===== config.mk =====
export PLATFORM = sky130hd
export DESIGN_NAME = pwm_capture
export DESIGN_NICKNAME = d
export VERILOG_FILES = /design/src/rtl/pwm_capture.sv
export SDC_FILE = /design/constraint.sdc
export NUM_CORES = 1
export LEC_CHECK = 0
export ABC_AREA = 1
export CORE_ASPECT_RATIO = 0.5
export CORE_MARGIN = 2
export CORE_UTILIZATION = 50
export DETAILED_ROUTE_END_ITERATION = 7
export GPL_TIMING_DRIVEN = 0
export PLACE_DENSITY = 0.78
export REMOVE_ABC_BUFFERS = 1
export SLEW_MARGIN = 40
export SYNTH_ARGS = -nofsm -noshare
export SYNTH_HDL_FRONTEND = slang
export SYNTH_SLANG_ARGS = --single-unit

===== constraint.sdc =====
create_clock -name clk -period 4.3 [get_ports clk]
set_input_delay 0.43 -clock clk [delete_from_list [all_inputs] [get_ports clk]]
set_output_delay 0.43 -clock clk [all_outputs]
set_load 0.03 [all_outputs]

===== src/rtl/pwm_capture.sv =====
// pwm_capture: measures each complete cycle of an asynchronous PWM input.
// Reports, in prescaler ticks, the period (rise to rise) and the high time
// (rise to fall) with a one-cycle valid strobe. Measurements that saturate
// the period counter raise a timeout level instead.
//
// Ports
//   clk        system clock
//   reset      asynchronous, active-high reset
//   sig_in     asynchronous PWM input
//   period     ticks from one rising edge to the next (registered)
//   high_time  ticks from a rising edge to the following falling edge (registered)
//   valid      one-cycle pulse, period/high_time updated on the same edge
//   timeout    level, set on saturation, cleared by the next valid
//
// state   | meaning
// --------+---------------------------------------------------------------
// S_IDLE  | wait for the synchronized input to read low
// S_ARMED | input low, waiting for the rise that opens the first window
// S_HIGH  | measuring, input high: count period and high time
// S_LOW   | measuring, input low: count period, capture on the next rise
module pwm_capture #(
   parameter int PRESCALE_TICKS = 600,
   parameter int CNT_WIDTH      = 16,
   parameter int SYNC_STAGES    = 2
) (
   input  logic                 clk,
   input  logic                 reset,
   input  logic                 sig_in,
   output logic [CNT_WIDTH-1:0] period,
   output logic [CNT_WIDTH-1:0] high_time,
   output logic                 valid,
   output logic                 timeout
);

   localparam int                 PW       = $clog2(PRESCALE_TICKS);
   localparam logic [PW-1:0]      PRE_LAST = PW'(PRESCALE_TICKS - 1);
   localparam logic [CNT_WIDTH-1:0] CNT_MAX = '1;

   typedef enum logic [1:0] {
      S_IDLE,
      S_ARMED,
      S_HIGH,
      S_LOW
   } state_t;

   state_t                 state_q, state_d;
   logic [SYNC_STAGES-1:0] sync_q, sync_d;
   logic [SYNC_STAGES-1:0] prime_q, prime_d;
   logic                   s_d_q, s_d_d;
   logic [PW-1:0]          pre_q, pre_d;
   logic [CNT_WIDTH-1:0]   per_cnt_q, per_cnt_d;
   logic [CNT_WIDTH-1:0]   hi_cnt_q, hi_cnt_d;
   logic [CNT_WIDTH-1:0]   period_q, period_d;
   logic [CNT_WIDTH-1:0]   high_time_q, high_time_d;
   logic                   valid_q, valid_d;
   logic                   timeout_q, timeout_d;

   logic s;
   logic rise;
   logic fall;
   logic tick;
   logic primed;
   logic sat_hit;

   function automatic logic [CNT_WIDTH-1:0] sat_inc(input logic [CNT_WIDTH-1:0] v,
                                                    input logic en);
      return (en && (v != CNT_MAX)) ? v + CNT_WIDTH'(1) : v;
   endfunction

   assign s      = sync_q[SYNC_STAGES-1];
   assign rise   = s & ~s_d_q;
   assign fall   = ~s & s_d_q;
   assign tick   = (pre_q == PRE_LAST);
   // The synchronizer clears to 0, so a high input would look like a rise
   // until the chain has filled with real samples. IDLE only trusts s once
   // the chain is primed, which keeps a partial initial high out of results.
   assign primed  = prime_q[SYNC_STAGES-1];
   assign sat_hit = (per_cnt_q == CNT_MAX) && tick;

   always_comb begin
      sync_d  = {sync_q[SYNC_STAGES-2:0], sig_in};
      prime_d = {prime_q[SYNC_STAGES-2:0], 1'b1};
      s_d_d   = s;
      pre_d   = tick ? '0 : pre_q + PW'(1);
   end

   always_comb begin
      state_d     = state_q;
      per_cnt_d   = per_cnt_q;
      hi_cnt_d    = hi_cnt_q;
      period_d    = period_q;
      high_time_d = high_time_q;
      valid_d     = 1'b0;
      timeout_d   = timeout_q;

      case (state_q)
         S_IDLE: begin
            if (primed && !s) begin
               state_d = S_ARMED;
            end
         end
         S_ARMED: begin
            // A tick in the start-edge cycle belongs to no window.
            if (rise) begin
               per_cnt_d = '0;
               hi_cnt_d  = '0;
               state_d   = S_HIGH;
            end
         end
         S_HIGH: begin
            if (sat_hit) begin
               timeout_d = 1'b1;
               state_d   = S_IDLE;
            end else begin
               per_cnt_d = sat_inc(per_cnt_q, tick);
               hi_cnt_d  = sat_inc(hi_cnt_q, tick);
               if (fall) begin
                  state_d = S_LOW;
               end
            end
         end
         S_LOW: begin
            // A capturing rise takes priority over saturation in the same cycle.
            if (rise) begin
               period_d    = sat_inc(per_cnt_q, tick);
               high_time_d = hi_cnt_q;
               valid_d     = 1'b1;
               timeout_d   = 1'b0;
               per_cnt_d   = '0;
               hi_cnt_d    = '0;
               state_d     = S_HIGH;
            end else if (sat_hit) begin
               timeout_d = 1'b1;
               state_d   = S_IDLE;
            end else begin
               per_cnt_d = sat_inc(per_cnt_q, tick);
            end
         end
         default: begin
            state_d = S_IDLE;
         end
      endcase
   end

   always_ff @(posedge clk or posedge reset) begin
      if (reset) begin
         state_q     <= S_IDLE;
         sync_q      <= '0;
         prime_q     <= '0;
         s_d_q       <= 1'b0;
         pre_q       <= '0;
         per_cnt_q   <= '0;
         hi_cnt_q    <= '0;
         period_q    <= '0;
         high_time_q <= '0;
         valid_q     <= 1'b0;
         timeout_q   <= 1'b0;
      end else begin
         state_q     <= state_d;
         sync_q      <= sync_d;
         prime_q     <= prime_d;
         s_d_q       <= s_d_d;
         pre_q       <= pre_d;
         per_cnt_q   <= per_cnt_d;
         hi_cnt_q    <= hi_cnt_d;
         period_q    <= period_d;
         high_time_q <= high_time_d;
         valid_q     <= valid_d;
         timeout_q   <= timeout_d;
      end
   end

   assign period    = period_q;
   assign high_time = high_time_q;
   assign valid     = valid_q;
   assign timeout   = timeout_q;

endmodule


# Word level (Yosys, flattened, before mapping)
# Index checks and enable logic that the tools add are counted.
[word_totals] out_inout_bits=34 in_bits=3 regBits=83 wordCells=67
[classes] n_bitwise=4 add_sub_neg=3 mux=21 reduce_logical=14 n_eq_ne=14
[op_table] cell="2-to-1 mux 16 bit" n=6
[op_table] cell="one-hot mux 16 bit (3 select lines)" n=1
[op_table] cell="adder 16 x 1 -> 16 bit (second input constant)" n=2
[op_table] cell="inequality test 16 bit (second input constant)" n=2
[op_table] cell="one-hot mux 16 bit (2 select lines)" n=1
[op_table] cell="equality test 16 bit (second input constant)" n=1
[op_table] cell="2-to-1 mux 2 bit" n=6
[op_table] cell="adder 10 x 1 -> 10 bit (second input constant)" n=1
[op_table] cell="equality test 10 bit (second input constant)" n=1
[op_table] cell="2-to-1 mux 10 bit" n=1
[op_table] cell="inequality test 2 bit (second input constant)" n=4
[op_table] cell="one-hot mux 2 bit (4 select lines)" n=1
[op_table] cell="AND reduction 4 bit" n=2
[op_table] cell="inequality test 3 bit (second input constant)" n=2
[op_table] cell="equality test 2 bit (second input constant)" n=2
[op_table] cell="logical AND 1 bit" n=4
[op_table] cell="2-to-1 mux 1 bit" n=4
[op_table] cell="AND reduction 2 bit" n=2
[op_table] cell="nonzero test 2 bit" n=2
[op_table] cell="nonzero test 3 bit" n=1
[op_table] cell="bitwise AND 1 bit" n=2
[op_table] cell="equality test 2 x 1 -> 1 bit (second input constant)" n=1
[op_table] cell="logical NOT 2 bit" n=1
[op_table] cell="inequality test 2 x 1 -> 1 bit (second input constant)" n=1
[op_table] cell="4 further kinds" n=5

# Longest topological paths before layout
[depth] ltp_word=6 depth_mapped=12 mapped_depth_nobuf=11

# Least setup slack after synthesis
# OpenSTA, ideal clock, no wires.
[synth_timing] path_kind="flip-flop to flip-flop" from="register per_cnt_q[0]" to="register per_cnt_q[10]" setup_ps=127 path_slack_ps=2718 arrival_time_ps=1455 stages_incl_launch_ff=12 period_less_slack_ps=1582 path_buffers=1 required_time_ps=4173 path_cell_list="dfrtp_1 ha_1 nand2_2 nor2_4 nand2_4 nor2_8 inv_4 nand2_8 buf_6 nand2_1 nand3_1 o21ai_0"
[synth_between] elab_chain_len=6 elab_cells_between_ends=9 classes_between="add/sub (1); eq/ne (2); mux (4); reduce/logical (2)"
[synth_rtl] item="start: declaration" line_no="51" text="logic [CNT_WIDTH-1:0] per_cnt_q, per_cnt_d;"
[synth_rtl] item="start signal: assignment" line_no="164" text="per_cnt_q <= per_cnt_d;"
[synth_rtl] item="branches (longest 3 deep; another with adder 16 x 1 -> 16 bit)"
[synth_rtl] item="2-to-1 mux 16 bit (*)" line_no="111, 132"
[synth_rtl] item="2-to-1 mux 16 bit" line_no="124" text="if (rise) begin"
[synth_rtl] item="one-hot mux 16 bit (3 select lines) (*)" line_no="96" text="case (state_q)"
# Every way passes the cells marked *.
# A chain may end at the register's enable or synchronous reset.

# Worst setup path in the final report
[layout_timing] from="register s_d_q" to="register high_time_q[6], in the netlist high_time[6]"
[layout_between] elab_chain_len=3
[layout_rtl] item="start: declaration" line_no="49" text="logic s_d_q, s_d_d;"
[layout_rtl] item="start signal: assignment" line_no="150" text="s_d_q <= 1'b0;"
[layout_rtl] item="start signal: assignment" line_no="162" text="s_d_q <= s_d_d;"
[layout_rtl] item="NOT 1 bit" line_no="71" text="assign rise = s & ~s_d_q;"
[layout_rtl] item="bitwise AND 1 bit" line_no="71"
[layout_rtl] item="AND reduction 2 bit (no line)"
[layout_rtl] item="end signal: assignment" line_no="167" text="high_time_q <= high_time_d;"
[layout_rtl] item="end: declaration" line_no="54" text="logic [CNT_WIDTH-1:0] high_time_q, high_time_d;"
# Every way passes these cells.

==> reports/results.txt <==
commonest non-fill, non-tap cell in the layout: nand2_1
run status: finished, final reports clean
cells after synthesis: 587
total CTS buffers: 9
Slew @ Worst Pin: 0.6963 ns
largest net degree at the start of global routing: 60
Core Area: 8678 µm²
Initial Util: 0.5124
Reg2Reg Launch Point: s_d_q
latest clock arrival within the worst-skew pair: 0.34 ns
area grow syn2layout: 17.75%
Max Slew Vio Count: 0
fin crit share: 0.5039
Critical Path RT: 4.54 ns
Nets: 628
sum of buffers and inverters on the critical path: 1
die footprint: 9710 µm²
R2R Path End: high_time[6]
PD cells: 430.9 nW/µm²
maximum fanout along the worst path: 46
non-filler cells, final: 744
Worst-path clk slew: 0.06 ns
global-route wire length before repair: 16120 µm
initial drt markers: 348
io pins: 37
drt wl/cell: 12.88 µm
Horiz. Die Dim: 137.4 µm
Total GRT Usage: 0.2122
number of distinct library cells after synthesis: 33
FMAX: 0.4615 GHz
Int Pwr: 1.528 mW
# Max-Cap Violations: 0
RSZ-0062 raised after global routing: no
Die Height: 70.69 µm
GPL Wtd Cong: 0.8793
critical path cell sequence: nor2_2, nand2_1, nor2_4, inv_2, o21ai_0
power share of the clock group: 0.373
part of the power in registers: 0.404
root buf cell: clkbuf_16
setup violators final: 0
Worst Hold Class: reg -> reg
setup TNS: 0 ns
# diodes: 0
Hold Path Origin: sync_q[0]
critical path arrival: 2.41 ns
Psw: 0.7279 mW
vias in the first global route: 3567
post-layout min period: 2.167 ns
antenna violations before repair: 0
hold path depth: 0
PortBufs: 36
Syn Area/Cell: 7.575 µm²
H-tree levels: 3
fin area: 5236 µm²
nature of the critical path startpoint: flip-flop
Initial DRT Pass Iterations: 5
final core occ: 0.6034
placed cell area: 4907 µm²
register area share after synthesis: 0.4671
Largest delay share family, worst path: simple AND/OR/NAND/NOR gates
switching share of total power: 0.3226
Design Power: 2.256 mW
# fillers: 732
# placed instances: 728
Combinational Power Share: 0.223
R2R cell count: 5
layout cell share with drive strength beyond 1: 0.1021
Mapped Area: 4447 µm²
ANT nets after route: 0
critical path's largest stage delay: 0.53 ns
final wirelength: 9586 µm
Setup Crit Path Kind: reg -> reg
r2r setup slk: 2.13 ns
Crit-path slowest cell: nor2_4
Yosys reg bits: 83
CTS tree: built
postcts setup bufs: 0
hold path endpoint: sync_q[1]
total gr overflow: 0
yosys warns: 0
most frequent cells in the layout: nand2_1, dfrtp_1, nand3_1
CTS Buffer Depth: 2
peak supply drop: 0.2917 mV
via count: 3848
most area-hungry cell type in the Yosys netlist: dfrtp_1
Clock Skew: 0.009131 ns
hpwl dp: 6549 µm
share of the synthesized area in the top cell type: 0.4671
drc violations: 0
final hold violations: 0
Post-CTS Hold Fix Bufs: 0
ranking of synthesized cells by area: dfrtp_1, nand2_1, nand3_1
LEAKAGE: 2.418 nW
Crit. End Element: flip-flop
num rows: 24
post-CTS sizing: 0
Slew headroom: 0.5351
DR vias/cell: 5.172
Sink Count: 83
[layer usage]
layer | GRT usage | up-vias | share of wire
met3 | 0.06953 | 7 | 0.040
met4 | 0.03895 | 0 | 0.0084
li1 | - | 1947 | -
met1 | 0.2656 | 1833 | 0.46
met5 | 0 | - | 0
met2 | 0.3659 | 61 | 0.49
[power by group through the flow]
| stage | clock, mW | sequential, mW | combinational [mW] |
|---|---|---|---|
| floorplan | 0 | 0.958 | 0.300 |
| global placement | 0 | 0.922 | 0.483 |
| detailed placement | 0 | 0.924 | 0.501 |
| CTS | 0.850 | 0.910 | 0.504 |
| global route | 0.893 | 0.920 | 0.563 |
| finish | 0.842 | 0.912 | 0.502 |
[metrics by stage]
stage	hold WS, ns	setup WS (ns)
floorplan	0.3312	1.733
global placement	0.3328	0.3592
detailed placement	0.3427	2.121
finish	0.3547	2.133
global route	0.3631	1.904
CTS	0.3556	2.108
[final cells by class]
cell class                      instances  area, µm²  share of cell area
Clock buffer                           12      256.5             0.04898
Multi-Input combinational cell        429       2056              0.3926
Inverter                               62      240.2             0.04588
Tap cell                              117      146.4             0.02796
Timing Repair Buffer                   37      387.9             0.07407
Sequential cell                        83       2077              0.3967
Clock inverter                          4      72.57             0.01386
[how the worst max path moves through the flow]
stage,startpoint,to,slack [ns],cells after the start
detailed placement,sync_q[1],high_time[6],2.12,6
global placement,reset,per_cnt_q[10],0.36,2
global route,sync_q[1],period[1],1.90,7
finish,s_d_q,high_time[6],2.13,5
CTS,sync_q[1],high_time[6],2.11,6
floorplan,reset,hi_cnt_q[0],1.73,1
[cells in the mapped netlist]
cell,number
inv_4,1
nor2_4,2
a31oi_1,1
nand4_1,12
nand3_2,2
nor2_8,2
o21ai_2,5
nor3_1,8
o21ai_0,28
inv_1,51
or2_2,4
inv_2,10
nand2_1,192
o21bai_1,1
nand3b_1,1
dfrtp_1,83
ha_1,3
nand2_8,1
a21oi_1,8
buf_4,1
xor2_1,7
nor2_1,43
buf_6,4
nor2_2,4
nor3b_1,1
conb_1,1
nand2_4,1
nand2_2,13
buf_2,3
o21ai_1,22
clkbuf_1,5
nand3_1,66
nor3_2,1
[cells by family after synthesis]
logic type,Yosys count,synth area share
and+or+nand+nor,353,0.3593
DFF,83,0.4671
buffers and inverters,75,0.07231
AOI/OAI and AO/OA,65,0.07822
xor gates and xnor gates,7,0.01379
adders and majority gates,3,0.008442
other,1,0.0008433
[flip-flops by register name, summed over array words and instances (netlist names)]
signal and flops:
state_q 2, valid 1, high_time 16, period 16
pre_q 10, per_cnt_q 16, hi_cnt_q 16, timeout 1
sync_q 2, s_d_q 1, prime_q 2
Power figures use the tool's default switching activity.
